===== src/rtl/discharge_state_detector_pkg.sv =====
// Shared codes and default thresholds for the EDM gap discharge detector.
// Imported by the detector, pulse generator and servo logic.
package discharge_state_detector_pkg;

  typedef enum logic [2:0] {
    ST_IDLE  = 3'd0,
    ST_OPEN  = 3'd1,
    ST_SPARK = 3'd2,
    ST_SHORT = 3'd3,
    ST_DONE  = 3'd4
  } gap_state_e;

  typedef enum logic [1:0] {
    RES_OPEN   = 2'd0,
    RES_NORMAL = 2'd1,
    RES_ARC    = 2'd2,
    RES_SHORT  = 2'd3
  } result_e;

  localparam int I_ON_TH_DEF       = 2;
  localparam int V_SHORT_TH_DEF    = 5;
  localparam int DEBOUNCE_DEF      = 3;
  localparam int ARC_DELAY_DEF     = 10;
  localparam int SHORT_ALARM_N_DEF = 4;
  localparam int CNT_W_DEF         = 16;

endpackage


===== src/rtl/discharge_state_detector_filter.sv =====
// Consecutive-sample run counter; confirm fires on the sample where
// the run reaches DEBOUNCE.
module consec_filter #(
  parameter int DEBOUNCE = 3
) (
  input  logic clk_i,
  input  logic rst_i,
  input  logic en_i,
  input  logic restart_i,
  input  logic flush_i,
  input  logic qual_i,
  output logic confirm_o
);

  localparam logic [3:0] DB = 4'(DEBOUNCE);

  logic [3:0] run_q;
  logic [3:0] run_d;
  logic [3:0] base;
  logic [3:0] inc;

  // restart treats the previous run as empty so this sample still counts
  assign base = restart_i ? 4'd0 : run_q;
  assign inc  = (base == 4'hF) ? base : base + 4'd1;

  assign confirm_o = en_i && qual_i && (inc == DB);

  always_comb begin
    run_d = 4'd0;
    if (en_i && qual_i && !flush_i) begin
      run_d = inc;
    end
  end

  always_ff @(posedge clk_i or posedge rst_i) begin
    if (rst_i) begin
      run_q <= 4'd0;
    end else begin
      run_q <= run_d;
    end
  end

endmodule


===== src/rtl/discharge_state_detector.sv =====
// Per-pulse gap classifier: OPEN / NORMAL / ARC / SHORT with ignition
// delay, discharge length and repeated-short alarm.
module discharge_state_detector
  import discharge_state_detector_pkg::*;
#(
  parameter int I_ON_TH       = I_ON_TH_DEF,
  parameter int V_SHORT_TH    = V_SHORT_TH_DEF,
  parameter int DEBOUNCE      = DEBOUNCE_DEF,
  parameter int ARC_DELAY     = ARC_DELAY_DEF,
  parameter int SHORT_ALARM_N = SHORT_ALARM_N_DEF,
  parameter int CNT_W         = CNT_W_DEF
) (
  input  logic             ad_clk,
  input  logic             rst,
  input  logic             pulse_on,
  input  logic [15:0]      sample_current,
  input  logic [15:0]      sample_voltage,
  output logic             result_valid,
  output logic [1:0]       result_type,
  output logic [CNT_W-1:0] ignition_delay,
  output logic [CNT_W-1:0] discharge_len,
  output logic [2:0]       gap_state,
  output logic             short_alarm
);

  localparam logic signed [15:0] I_TH    = 16'(I_ON_TH);
  localparam logic signed [15:0] V_TH    = 16'(V_SHORT_TH);
  localparam logic [CNT_W-1:0]   ARC_TH  = CNT_W'(ARC_DELAY);
  localparam logic [CNT_W-1:0]   CNT_ONE = CNT_W'(1);
  localparam logic [7:0]         ALARM_N = 8'(SHORT_ALARM_N);

  function automatic logic [CNT_W-1:0] sat_inc(input logic [CNT_W-1:0] c);
    return (&c) ? c : c + CNT_ONE;
  endfunction

  gap_state_e       state_q, state_d;
  logic [CNT_W-1:0] delay_q, delay_d;
  logic [CNT_W-1:0] disch_q, disch_d;
  logic [CNT_W-1:0] ign_q, ign_d;
  logic             arc_q, arc_d;
  logic             valid_q, valid_d;
  logic [1:0]       type_q, type_d;
  logic [CNT_W-1:0] idel_q, idel_d;
  logic [CNT_W-1:0] dlen_q, dlen_d;
  logic [7:0]       scnt_q, scnt_d;
  logic             alarm_q, alarm_d;

  logic             cur_ok, short_ok;
  logic             cur_en, sh_en, flush;
  logic             cur_conf, sh_conf;
  logic             fin;
  result_e          fin_type;
  logic [CNT_W-1:0] fin_idel, fin_dlen;
  logic [CNT_W-1:0] delay_nx;

  assign cur_ok   = $signed(sample_current) >= I_TH;
  assign short_ok = $signed(sample_voltage) <= V_TH;

  assign cur_en = pulse_on &&
                  (state_q == ST_IDLE || state_q == ST_OPEN);
  assign sh_en  = pulse_on && (state_q == ST_SPARK);

  // IDLE->OPEN keeps the first sample's run; other moves restart filters
  assign flush = (state_d != state_q) &&
                 !(state_q == ST_IDLE && state_d == ST_OPEN);

  assign delay_nx = (state_q == ST_IDLE) ? CNT_ONE : sat_inc(delay_q);

  consec_filter #(.DEBOUNCE(DEBOUNCE)) u_cur_filt (
    .clk_i     (ad_clk),
    .rst_i     (rst),
    .en_i      (cur_en),
    .restart_i (state_q == ST_IDLE),
    .flush_i   (flush),
    .qual_i    (cur_ok),
    .confirm_o (cur_conf)
  );

  consec_filter #(.DEBOUNCE(DEBOUNCE)) u_sh_filt (
    .clk_i     (ad_clk),
    .rst_i     (rst),
    .en_i      (sh_en),
    .restart_i (1'b0),
    .flush_i   (flush),
    .qual_i    (short_ok),
    .confirm_o (sh_conf)
  );

  always_comb begin
    state_d  = state_q;
    delay_d  = delay_q;
    disch_d  = disch_q;
    ign_d    = ign_q;
    arc_d    = arc_q;
    valid_d  = 1'b0;
    type_d   = type_q;
    idel_d   = idel_q;
    dlen_d   = dlen_q;
    scnt_d   = scnt_q;
    alarm_d  = alarm_q;
    fin      = 1'b0;
    fin_type = RES_OPEN;
    fin_idel = delay_q;
    fin_dlen = '0;

    unique case (state_q)
      ST_IDLE, ST_OPEN: begin
        if (pulse_on) begin
          state_d = ST_OPEN;
          delay_d = delay_nx;
          if (state_q == ST_IDLE) begin
            disch_d = '0;
            ign_d   = '0;
            arc_d   = 1'b0;
          end
          if (cur_conf) begin
            ign_d   = delay_nx;
            arc_d   = delay_nx < ARC_TH;
            state_d = short_ok ? ST_SHORT : ST_SPARK;
          end
        end else if (state_q == ST_OPEN) begin
          fin = 1'b1;
        end
      end
      ST_SPARK: begin
        if (pulse_on) begin
          disch_d = sat_inc(disch_q);
          if (sh_conf) state_d = ST_SHORT;
        end else begin
          fin      = 1'b1;
          fin_type = arc_q ? RES_ARC : RES_NORMAL;
          fin_idel = ign_q;
          fin_dlen = disch_q;
        end
      end
      ST_SHORT: begin
        if (!pulse_on) begin
          fin      = 1'b1;
          fin_type = RES_SHORT;
          fin_idel = ign_q;
          fin_dlen = disch_q;
        end
      end
      ST_DONE: state_d = ST_IDLE;
      default: state_d = ST_IDLE;
    endcase

    if (fin) begin
      state_d = ST_DONE;
      valid_d = 1'b1;
      type_d  = fin_type;
      idel_d  = fin_idel;
      dlen_d  = fin_dlen;
      if (fin_type == RES_SHORT) begin
        scnt_d = (scnt_q == ALARM_N) ? scnt_q : scnt_q + 8'd1;
      end else begin
        scnt_d = 8'd0;
      end
      alarm_d = (scnt_d == ALARM_N);
    end
  end

  always_ff @(posedge ad_clk or posedge rst) begin
    if (rst) begin
      state_q <= ST_IDLE;
      delay_q <= '0;
      disch_q <= '0;
      ign_q   <= '0;
      arc_q   <= 1'b0;
      valid_q <= 1'b0;
      type_q  <= 2'd0;
      idel_q  <= '0;
      dlen_q  <= '0;
      scnt_q  <= 8'd0;
      alarm_q <= 1'b0;
    end else begin
      state_q <= state_d;
      delay_q <= delay_d;
      disch_q <= disch_d;
      ign_q   <= ign_d;
      arc_q   <= arc_d;
      valid_q <= valid_d;
      type_q  <= type_d;
      idel_q  <= idel_d;
      dlen_q  <= dlen_d;
      scnt_q  <= scnt_d;
      alarm_q <= alarm_d;
    end
  end

  assign result_valid   = valid_q;
  assign result_type    = type_q;
  assign ignition_delay = idel_q;
  assign discharge_len  = dlen_q;
  assign gap_state      = state_q;
  assign short_alarm    = alarm_q;

endmodule


===== config.mk =====
export PLATFORM = sky130hd
export DESIGN_NAME = discharge_state_detector
export DESIGN_NICKNAME = d
export VERILOG_FILES = /design/src/rtl/discharge_state_detector_pkg.sv /design/src/rtl/discharge_state_detector_filter.sv /design/src/rtl/discharge_state_detector.sv
export SDC_FILE = /design/constraint.sdc
export NUM_CORES = 1
export LEC_CHECK = 0
export BUFFER_PORTS_ARGS = -buffer_cell sky130_fd_sc_hd__clkbuf_2
export CORE_MARGIN = 2
export CORE_UTILIZATION = 45
export DETAILED_ROUTE_END_ITERATION = 12
export PLACE_DENSITY = 0.74
export SYNTH_ARGS = -nofsm -noshare
export SYNTH_HDL_FRONTEND = slang
export SYNTH_HIERARCHICAL = 1
export SYNTH_SLANG_ARGS = --single-unit

===== constraint.sdc =====
create_clock -name ad_clk -period 9.7 [get_ports ad_clk]
set_input_delay 0.485 -clock ad_clk [delete_from_list [all_inputs] [get_ports ad_clk]]
set_output_delay 0.485 -clock ad_clk [all_outputs]
set_load 0.02 [all_outputs]

* Yosys cells after proc, flatten, opt, wreduce, memory -nomap -nowiden
Cells that the tools add are included.
** Word-level totals
- Input port bits :: 35
- Logic and storage cells :: 98
- Register bits after elaboration :: 104
- Output and inout bits :: 39
** Cells by class
- Mux-type cells :: 38
- Add/subtract/negate cells :: 5
- Eq/ne operators :: 16
- Magnitude comparators :: 3
- Reductions and logical operators :: 23
** Operators with widths (count)
- two-way mux 16 bit :: 11
- adder 16 x 1 -> 16 bit (second input constant) :: 2
- case mux 16 bit (2 select lines) :: 1
- AND reduction 16 bit :: 2
- two-way mux 8 bit :: 3
- two-way mux 4 bit :: 5
- == test 8 x 3 -> 1 bit (second input constant) :: 2
- >= comparator 16 x 3 -> 1 bit (second input constant) :: 1
- <= comparator 16 x 4 -> 1 bit (second input constant) :: 1
- < comparator 16 x 4 -> 1 bit (second input constant) :: 1
- two-way mux 3 bit :: 4
- logical AND 1 bit :: 10
- case mux 3 bit (3 select lines) :: 1
- adder 4 x 1 -> 4 bit (second input constant) :: 2
- adder 8 x 1 -> 8 bit (second input constant) :: 1
- == test 4 x 2 -> 1 bit (second input constant) :: 2
- == test 4 bit (second input constant) :: 2
- two-way mux 2 bit :: 4
- two-way mux 1 bit :: 7
- == test 3 x 1 -> 1 bit (second input constant) :: 2
- == test 3 x 2 -> 1 bit (second input constant) :: 2
- inequality test 2 bit (second input constant) :: 3
- AND reduction 5 bit :: 1
- case mux 2 bit (2 select lines) :: 1
- 11 further kinds :: 14

* Longest topological paths before layout
Gate-level depths: netlist of run 1.
- Depth in word-level cells :: 17
- Gate-level depth with buffers :: 16
- Depth with buffers taken out :: 13

* Cells and area by module
The synthesis of run 1 kept the hierarchy.
** By module, submodules not included
- discharge_state_detector :: area each 4792.1 µm², sequential area each 2402.3 µm², cells each 534, times used 1
- consec_filter at u_sh_filt :: area each 265.3 µm², sequential area each 100.1 µm², cells each 25, times used 1
- consec_filter at u_cur_filt :: area each 256.5 µm², sequential area each 100.1 µm², cells each 27, times used 1

* Worst setup path before layout of run 1
No wires, ideal clock.
- Path type :: flip-flop to flip-flop
- From :: register state_q[2], in the netlist gap_state[2]
- To :: register ign_q[7]
- Setup time :: 0.144 ns
- Required time :: 9.556 ns
- Arrival time :: 3.550 ns
- Path slack :: 6.006 ns
- Buffers on the path :: 3
- Cell stages (with the launch flop) :: 17
- Period minus slack after synthesis :: 3.694 ns
- Cell sequence :: dfrtp_1 > or3_1 > inv_1 > clkbuf_1 > buf_1 > nor2b_1 > ha_1 > nand3_2 > xor2_1 > nor2_1 > nor4_2 > inv_1 > nor2_2 > nor2_1 > clkbuf_1 > nand2_1 > o31ai_1
** Between the ends
- Cells in the longest elaborated chain, start to end :: 8
- Elaborated cells on any way between the ends :: 16
- Classes of those cells :: add/sub (1); eq/ne (3); mux (4); reduce/logical (8)
** RTL lines
- from (decl) :: RTL line discharge_state_detector.sv:36 : gap_state_e state_q, state_d;
- from (signal assigned) :: RTL line discharge_state_detector.sv:177 : state_q <= state_d;
- zero test 3 bit :: RTL line discharge_state_detector.sv:60, discharge_state_detector.sv:73
- two-way mux 4 bit :: RTL line discharge_state_detector_filter.sv:23 : assign base = restart_i ? 4'd0 : run_q;
- adder 4 x 1 -> 4 bit / == test 4 bit (equally long branches) :: RTL line discharge_state_detector_filter.sv:24 : assign inc = (base == 4'hF) ? base : base + 4'd1;
- two-way mux 4 bit :: RTL line discharge_state_detector_filter.sv:24
- == test 4 x 2 -> 1 bit :: RTL line discharge_state_detector_filter.sv:26 : assign confirm_o = en_i && qual_i && (inc == DB);
- logical AND 1 bit * :: RTL line discharge_state_detector_filter.sv:26
- via cur_conf :: RTL line discharge_state_detector.sv:50 : logic cur_conf, sh_conf;
- nonzero test 2 bit (no line)
- AND reduction 3 bit (no line)
- to (signal assigned) :: RTL line discharge_state_detector.sv:180 : ign_q <= ign_d;
- to (decl) :: RTL line discharge_state_detector.sv:39 : logic [CNT_W-1:0] ign_q, ign_d;
The timed path passes the listed nets; every way through them passes the cells marked *.
A chain may end at the register's enable or synchronous reset.

* Worst setup path in the final report of run 1
- From :: register state_q[0], in the netlist gap_state[0]
- To :: register ign_q[1]
Same word-level chain as after synthesis.

==> summary.md, run 1 <==
| Metric | Value |
|---|---|
| Status | `complete, no violations` |
| Worst setup margin | `5190 ps` |
| HPWL after DPL | `8.69 mm` |
| Worst slack, placed | `5260 ps` |
| WL final | `around 12 mm` |
| Setup CP Type | `flip-flop to flip-flop` |
| Antenna-violating nets left | `0` |
| Port bufs | `71` |
| Core area | `about 0.011 sq mm` |
| CTS Buf Count | `9` |
| Vias | `~4600` |
| Synth async-reset ratio | `1.00` |
| Die area | `between 0.01 and 0.015 sq mm` |
| Critical path cell sequence | `or3_1 -> inv_1 -> nor2b_1 -> ha_1 -> nand3_2 -> nor2_2 -> mux2i_1 -> nor4_2 -> inv_1 -> nor2_2 -> nor2_1 -> a22o_1` |
| Cells after synthesis | `between 500 and 600` |
| Initial Util | `0.463` |
| Area growth, synth to finish | `14.0%` |
| Share of cells above drive strength 1 | `0.170` |
| H-tree Lvls | `3` |
| Top Ports | `74` |
| Die width | `between 100 and 150 um` |
| Critical Path RT | `9940 ps` |
| Clock Power Share | `0.401` |
| Vias in the first global route | `4261` |
| NumNets Final | `about 700` |
| Clock Path Buffers | `2` |
| Std-Cell Rows | `39` |
| Inserted Diodes | `0` |
| Number of DRC markers in iteration 0 | `514` |
| Actual slew at the worst max-slew pin | `about 1200 ps` |
| Sequential fraction of the synthesis area | `0.490` |
| Final hold violations | `0` |
| Routability cong. | `~0.9` |
| Setup TNS | `0 ps` |
| Sequential Power Share | `0.502` |
| Clock Skew | `8.22 ps` |
| Hold-fix buffer count after cts | `0` |
| Fin util | `0.528` |
| YS warnings | `6` |
| CTS root buffer | `clkbuf_16` |
| CP max stage cell | `inv_1` |
| Post-synth EDFFs | `0` |
| Final min period | `between 4000 and 5000 ps` |
| Wire per inst | `15.5 um` |
| Clk sinks | `between 100 and 150` |
| RSZ-0062 raised after global routing | `false` |
| Psw | `around 240 uW` |
| Fmax | `0.222 GHz` |
| Synth cell types | `62` |
| TritonRoute pass-1 iters | `5` |
| PwrDens | `between 150 and 200 mW/mm^2` |
| # DRC | `0` |
| Tcrit/Tclk final | `0.465` |
| Lkg Pwr | `0.00269 uW` |
| Critical path peak fanout | `27` |
| Worst endpoint data arrival time | `between 4000 and 5000 ps` |
| Post-CTS Setup Repair Bufs | `0` |
| Tot GR Track Use | `0.199` |
| Post-CTS Resized | `0` |
| Design area | `0.00606 sq mm` |
| VDD IR max | `roughly 0.11 mV` |
| Global route total overflow | `0` |
| Logic pwr share | `0.097` |
| Pint | `approximately 700 uW` |
| Net Sw Frac | `0.257` |
| Synthesized area per cell | `approximately 9.1 sq um` |
| Fillers | `1026` |
| Nature of the critical path endpoint | `flip-flop` |
| Die Span Y | `approximately 110 um` |
| Sequential cell area | `between 0.002 and 0.003 sq mm` |
| Worst-path clk slew | `~70 ps` |
| DP Area | `about 0.0058 sq mm` |
| Slew Limit Fails | `0` |
| Area of the multi-input gates | `between 0.002 and 0.003 sq mm` |
| CP peak stage delay | `between 700 and 800 ps` |
| Most common flop cell mapped by yosys | `dfrtp_1` |
| Final setup viols | `0` |
| Synth Register Bits | `104` |
| First-pass GRT wire length | `approximately 21 mm` |
| Hold Path Class | `input pin to async pin` |
| Max cap viols | `0` |
| CTS tree | `built` |
| Initial antenna violation count | `0` |
| Largest net degree at the start of global routing | `78` |
| Max_slew headroom | `0.191` |
| Crit path launch type | `flip-flop` |
| Clock latency on the worst-skew pair | `about 350 ps` |
| Post-Syn Area | `about 0.0053 sq mm` |
| Via density | `slightly below 6` |
[area by class of cell]
class                           instances  share of cell area
Timing Repair Buffer                   75              0.0636
Multi-Input combinational cell        435               0.417
Sequential cell                       104               0.430
Clock buffer                           10              0.0395
Inverter                               16              0.0101
Clock inverter                          6              0.0109
Tap cell                              143              0.0295
[Yosys cell counts, drive strengths merged (2+ instances only)]
cell type | count | area [sq um]
nand2 | 108 | 405
dfrtp | 104 | 2600
o21ai | 56 | 280
nor2 | 44 | 170
clkbuf | 27 | 103
nand3 | 21 | 123
xor2 | 17 | 149
inv | 16 | 60.1
o22ai | 16 | 100
nand4 | 15 | 93.8
o31ai | 15 | 113
nor4 | 13 | 106
nor3 | 11 | 55.1
a21oi | 9 | 45.0
nor2b | 9 | 56.3
and3 | 8 | 51.3
buf | 8 | 51.3
a22o | 7 | 61.3
a31oi | 7 | 43.8
and4 | 6 | 52.6
ha | 6 | 75.1
mux2i | 6 | 60.1
xnor2 | 6 | 52.6
nand2b | 5 | 31.3
nand3b | 5 | 37.5
a211oi | 4 | 35.0
and2 | 3 | 18.8
or3 | 3 | 18.8
or4 | 3 | 22.5
a311oi | 2 | 17.5
a41o | 2 | 20.0
a41oi | 2 | 17.5
and2b | 2 | 18.8
o211ai | 2 | 15.0
o22a | 2 | 17.5
or2 | 2 | 12.5
[kinds of logic (layout without fill, tap and decap cells)]
| group | Yosys count | count (layout) | synth area share |
|---|---|---|---|
| other | 1 | 5 | 0.000706 |
| XOR/XNOR | 23 | 23 | 0.0379 |
| AO/OA/AOI/OAI | 132 | 132 | 0.157 |
| buffers and inverters | 51 | 107 | 0.0403 |
| AND/OR/NAND/NOR | 262 | 262 | 0.247 |
| multiplexers | 7 | 7 | 0.0134 |
| adder cells (fa/ha/maj) | 6 | 6 | 0.0141 |
| flip-flops | 104 | 104 | 0.490 |
[worst paths after layout]
check,to,slack [ps],cells after the start,from
min in group ad_clk,discharge_len[4],480,2,discharge_len[4]
setup / recovery,ign_q[1],5190,12,gap_state[0]
max in group asynchronous,ignition_delay[3],8360,3,rst
hold / removal,u_cur_filt/run_q[3],10,2,rst
hold reg to reg,discharge_len[4],480,2,discharge_len[4]
setup reg to reg,ign_q[1],5190,12,gap_state[0]
[per-stage QoR]
stage          hold slack (ps)  instances  total power (uW)
5_1_grt                   20.6        789               953
3_5_place_dp               389        773               556
4_1_cts                   8.99        789               923
6_report                  11.2        789               915
2_1_floorplan              251        590               524
3_3_place_gp               394        773               552
[critical path, delay by kind of cell (launching register included)]
| kind | cells | cell delay (ps) |
|---|---|---|
| AOI/OAI and AO/OA | 1 | 370 |
| and+or+nand+nor | 7 | 2060 |
| DFF | 1 | 590 |
| adders and majority gates | 1 | 280 |
| muxes | 1 | 190 |
| buffers and inverters | 2 | 900 |
[flip-flops by register name, summed over array words and instances (netlist names)]
name,flops
u_sh_filt/run_q,4
short_alarm,1
gap_state,3
result_valid,1
ign_q,16
discharge_len,16
disch_q,16
result_type,2
ignition_delay,16
arc_q,1
delay_q,16
scnt_q,8
u_cur_filt/run_q,4
[per-layer routing]
metal,part of all wire,vias up,track usage
met5,0,-,0
met4,0.020,0,0.0667
met3,0.057,24,0.0529
met2,0.47,151,0.314
met1,0.45,2191,0.268
li1,-,2196,-
[power groups by stage]
stage	Combinational [uW]	Sequential [uW]	Clock, uW
2_1_floorplan	55.2	469	0
3_3_place_gp	85.6	466	0
3_5_place_dp	88.6	467	0
4_1_cts	89.0	459	375
5_1_grt	98.4	461	394
6_report	88.6	459	367
[placed cells by master, fill, tap and decap left out, types with 11 or more instances in the layout]
cell type and count:
nand3_1 19, o22ai_1 16, dfrtp_1 104, nand4_1 15
o31ai_1 15, clkbuf_2 71, nor2_1 42, nand2_1 108
o21ai_0 54, xor2_1 17, inv_1 15, nor3_1 11
Note: power is estimated with default switching activity, not from simulation.
==> run 2: changes to the inputs <==
--- a/config.mk
+++ b/config.mk
@@ -5,6 +5,7 @@
 export SDC_FILE = /design/constraint.sdc
 export NUM_CORES = 1
 export LEC_CHECK = 0
+export ABC_AREA = 1
 export BUFFER_PORTS_ARGS = -buffer_cell sky130_fd_sc_hd__clkbuf_2
 export CORE_MARGIN = 2
 export CORE_UTILIZATION = 45
==> constraint.sdc (replaced) <==
create_clock -name ad_clk -period 4.5 [get_ports ad_clk]
set_input_delay 0.225 -clock ad_clk [delete_from_list [all_inputs] [get_ports ad_clk]]
set_output_delay 0.225 -clock ad_clk [all_outputs]
set_load 0.02 [all_outputs]
==> run 2 against run 1 <==
Effect of this change: global-route usage grew 0.45 points; sequential share of layout area shrank 2.2 points; sequential power is 140% higher; total power increased to 2.6 times the previous value; final area is 5.4% higher; clock skew shrank 1.7 ps.
==> summary.md, run 2 <==
| Metric | Value |
|---|---|
| Share of Yosys cell area claimed by the top area cell type | `0.466 (was 0.490)` |
| Tcrit/Tclk final | `0.793 (was 0.465)` |
| Max_slew headroom | `0.242 (was 0.191)` |
| Leading cell types in the layout, fill and taps excluded | `168 x nand2_1, 104 x dfrtp_1, 79 x o21ai_0 (was 108 x nand2_1, 104 x dfrtp_1, 71 x clkbuf_2)` |
| Actual slew at the worst max-slew pin | `1140 ps (was 1210 ps)` |
| Synth cell count leaders | `168 x nand2_1, 104 x dfrtp_1, 79 x o21ai_0 (was 108 x nand2_1, 104 x dfrtp_1, 55 x o21ai_0)` |
| CTS tree | `built (unchanged)` |
| YS warnings | `6 (unchanged)` |
| Synth area leader | `dfrtp_1 (unchanged)` |
| Grt met2 use | `0.327 (was 0.314)` |
| Slew Limit Fails | `0 (unchanged)` |
| Synth cell types | `38 (was 62)` |
| VDD IR max | `0.175 mV (was 0.106 mV)` |
| WL final | `12.7 mm (was 12.3 mm)` |
| Clk sinks | `104 (unchanged)` |
| Commonest non-fill, non-tap cell in the layout | `nand2_1 (unchanged)` |
| Antenna-violating nets left | `0 (unchanged)` |
| Final min period | `3570 ps (was 4510 ps)` |
| Crit path from | `gap_state[0] (unchanged)` |
| Via density | `5.15 (was 5.78)` |
| Top Ports | `74 (unchanged)` |
| Critical path peak fanout | `16 (was 27)` |
| # DRC | `0 (unchanged)` |
| NumNets Final | `825 (was 682)` |
| Post-Syn Area | `0.00559 sq mm (was 0.00531 sq mm)` |
| Sequential fraction of the synthesis area | `0.466 (was 0.490)` |
| Die area | `0.0133 sq mm (was 0.0127 sq mm)` |
| Post-synth EDFFs | `0 (unchanged)` |
| CTS Buf Count | `9 (unchanged)` |
| Die Span Y | `115 um (was 113 um)` |
| Clock Path Buffers | `2 (unchanged)` |
| Die width | `115 um (was 113 um)` |
| Post-CTS Setup Repair Bufs | `0 (unchanged)` |
| Area growth, synth to finish | `14.3% (was 14.0%)` |
| Hold_sp | `pulse_on` |
| Largest net degree at the start of global routing | `58 (was 78)` |
| Reg2reg start | `gap_state[0] (unchanged)` |
| Tot GR Track Use | `0.203 (was 0.199)` |
| Count leader, synth | `nand2_1 (unchanged)` |
| Cells after synthesis | `717 (was 586)` |
| RSZ-0062 raised after global routing | `false (unchanged)` |
| Inst Count DP | `940 (was 773)` |
| Hold Path Class | `input pin to flip-flop (was input pin to async pin)` |
| Worst-path clk slew | `70 ps (about the same)` |
| Initial Util | `0.463 (about the same)` |
| Hold WS | `207 ps (was 11.2 ps)` |
| Port bufs | `71 (unchanged)` |
| Nature of the critical path endpoint | `flip-flop (unchanged)` |
| Most area-consuming cells after synthesis | `dfrtp_1 47%, nand2_1 11%, o21ai_0 7.1% (was dfrtp_1 49%, nand2_1 7.6%, o21ai_0 5.2%)` |
| Initial antenna violation count | `0 (unchanged)` |
| Synth async-reset ratio | `1.00 (unchanged)` |
| Setup TNS | `0 ps (unchanged)` |
| Fmax | `0.280 GHz (was 0.222 GHz)` |
| Share of cells above drive strength 1 | `0.174 (was 0.170)` |
| Routability cong. | `0.920 (was 0.900)` |
| Crit path launch type | `flip-flop (unchanged)` |
| Max cap viols | `0 (unchanged)` |
| Setup CP Type | `flip-flop to flip-flop (unchanged)` |
| Final setup viols | `0 (unchanged)` |
| Wire per inst | `13.3 um (was 15.5 um)` |
| First-pass GRT wire length | `21.7 mm (was 20.5 mm)` |
| Number of DRC markers in iteration 0 | `348 (was 514)` |
| Met3 usage | `0.0319 (was 0.0529)` |
| CTS root buffer | `clkbuf_16 (unchanged)` |
| Clock latency on the worst-skew pair | `350 ps (about the same)` |
| Std-Cell Rows | `40 (was 39)` |
| HPWL after DPL | `8.88 mm (was 8.69 mm)` |
| Core area | `0.0121 sq mm (was 0.0115 sq mm)` |
| TritonRoute pass-1 iters | `5 (unchanged)` |
| Vias in the first global route | `4554 (was 4261)` |
| M1 GR Usage | `0.285 (was 0.268)` |
| H-tree Lvls | `3 (unchanged)` |
| PwrDens | `379 mW/mm^2 (was 151 mW/mm^2)` |
| Synthesized area per cell | `7.79 sq um (was 9.07 sq um)` |
| Status | `complete, no violations (unchanged)` |
| Synth Register Bits | `104 (unchanged)` |
| Worst endpoint data arrival time | `3840 ps (was 4760 ps)` |
| Most common flop cell mapped by yosys | `dfrtp_1 (unchanged)` |
| Critical Path RT | `4770 ps (was 9940 ps)` |
| Global route total overflow | `0 (unchanged)` |
| Vias | `4926 (was 4562)` |
| Clock Skew | `6.53 ps (was 8.22 ps)` |
| Most used routing layer | `met2 (unchanged)` |
| Inserted Diodes | `0 (unchanged)` |
| Lkg Pwr | `0.00306 uW (was 0.00269 uW)` |
| Fin cells | `957 (was 789)` |
| Final hold violations | `0 (unchanged)` |
[run 2: where the power goes]
group	internal, uW	switching (uW)
sequential	1010	74.0
combinational	161	425
clock	404	347
[run 2: kinds of logic (layout without fill, tap and decap cells)]
| family | count (synthesis) | after routing | synth area share |
|---|---|---|---|
| buffers and inverters | 106 | 177 | 0.0775 |
| and+or+nand+nor | 350 | 350 | 0.281 |
| adders and majority gates | 6 | 6 | 0.0134 |
| AOI/OAI and AO/OA | 129 | 129 | 0.128 |
| other | 1 | 2 | 0.000671 |
| xor gates and xnor gates | 21 | 21 | 0.0329 |
| DFF | 104 | 104 | 0.466 |
[run 2: worst paths after layout]
check | endpoint | slack (ps) | cells after the start
setup / recovery | u_sh_filt/run_q[1] | 930 | 21
hold / removal | result_type[0] | 210 | 2
setup reg to reg | u_sh_filt/run_q[1] | 930 | 21
hold reg to reg | discharge_len[14] | 480 | 2
max in group asynchronous | gap_state[0] | 2950 | 4
min in group asynchronous | u_sh_filt/run_q[2] | 340 | 3
[run 2: stage by stage]
| stage | area [sq um] | util | setup slack, ps | total power (uW) |
|---|---|---|---|---|
| floorplan | 5590 | - | 1620 | 1520 |
| global placement | 6090 | 0.505 | 1050 | 1680 |
| detailed placement | 6090 | 0.505 | 983 | 1690 |
| CTS | 6390 | 0.529 | 931 | 2430 |
| global route | 6390 | 0.529 | 461 | 2550 |
| finish | 6390 | 0.529 | 932 | 2420 |
[run 2: layout make-up]
| type | instances | area (sq um) |
|---|---|---|
| repair buffers | 77 | 403 |
| flip-flops and latches | 104 | 2600 |
| multi-input cells | 508 | 2570 |
| inverters | 84 | 318 |
| well taps | 168 | 210 |
| clock inverters | 5 | 31.3 |
| fillers | 1124 | 5680 |
| clock buffers | 11 | 253 |
[run 2: worst max-delay path, cell delays in order (launching register included)]
cell	delay, ps
dfrtp_1	440
inv_2	160
nand2_1	320
inv_1	420
inv_2	60
nand2_1	80
inv_1	60
ha_1	180
inv_1	90
o21ai_0	110
nand2_2	110
nand3_2	60
nor2_2	260
nand2_1	130
o21ai_0	240
nand2_1	100
nand2_1	70
nand2_1	50
nand2_1	50
inv_1	50
or2_2	320
a21oi_1	130
[run 2: what timing repair did]
item                                   4_1_cts  5_1_grt
hold buffers                                 1        0
gates resized for setup                      0        0
endpoints found under the hold margin        8        0
[run 2: layer usage]
layer  wire length, um  part of all wire
met5                 0                 0
met4               161             0.013
met3               548             0.043
met2              5910              0.47
met1              6060              0.48
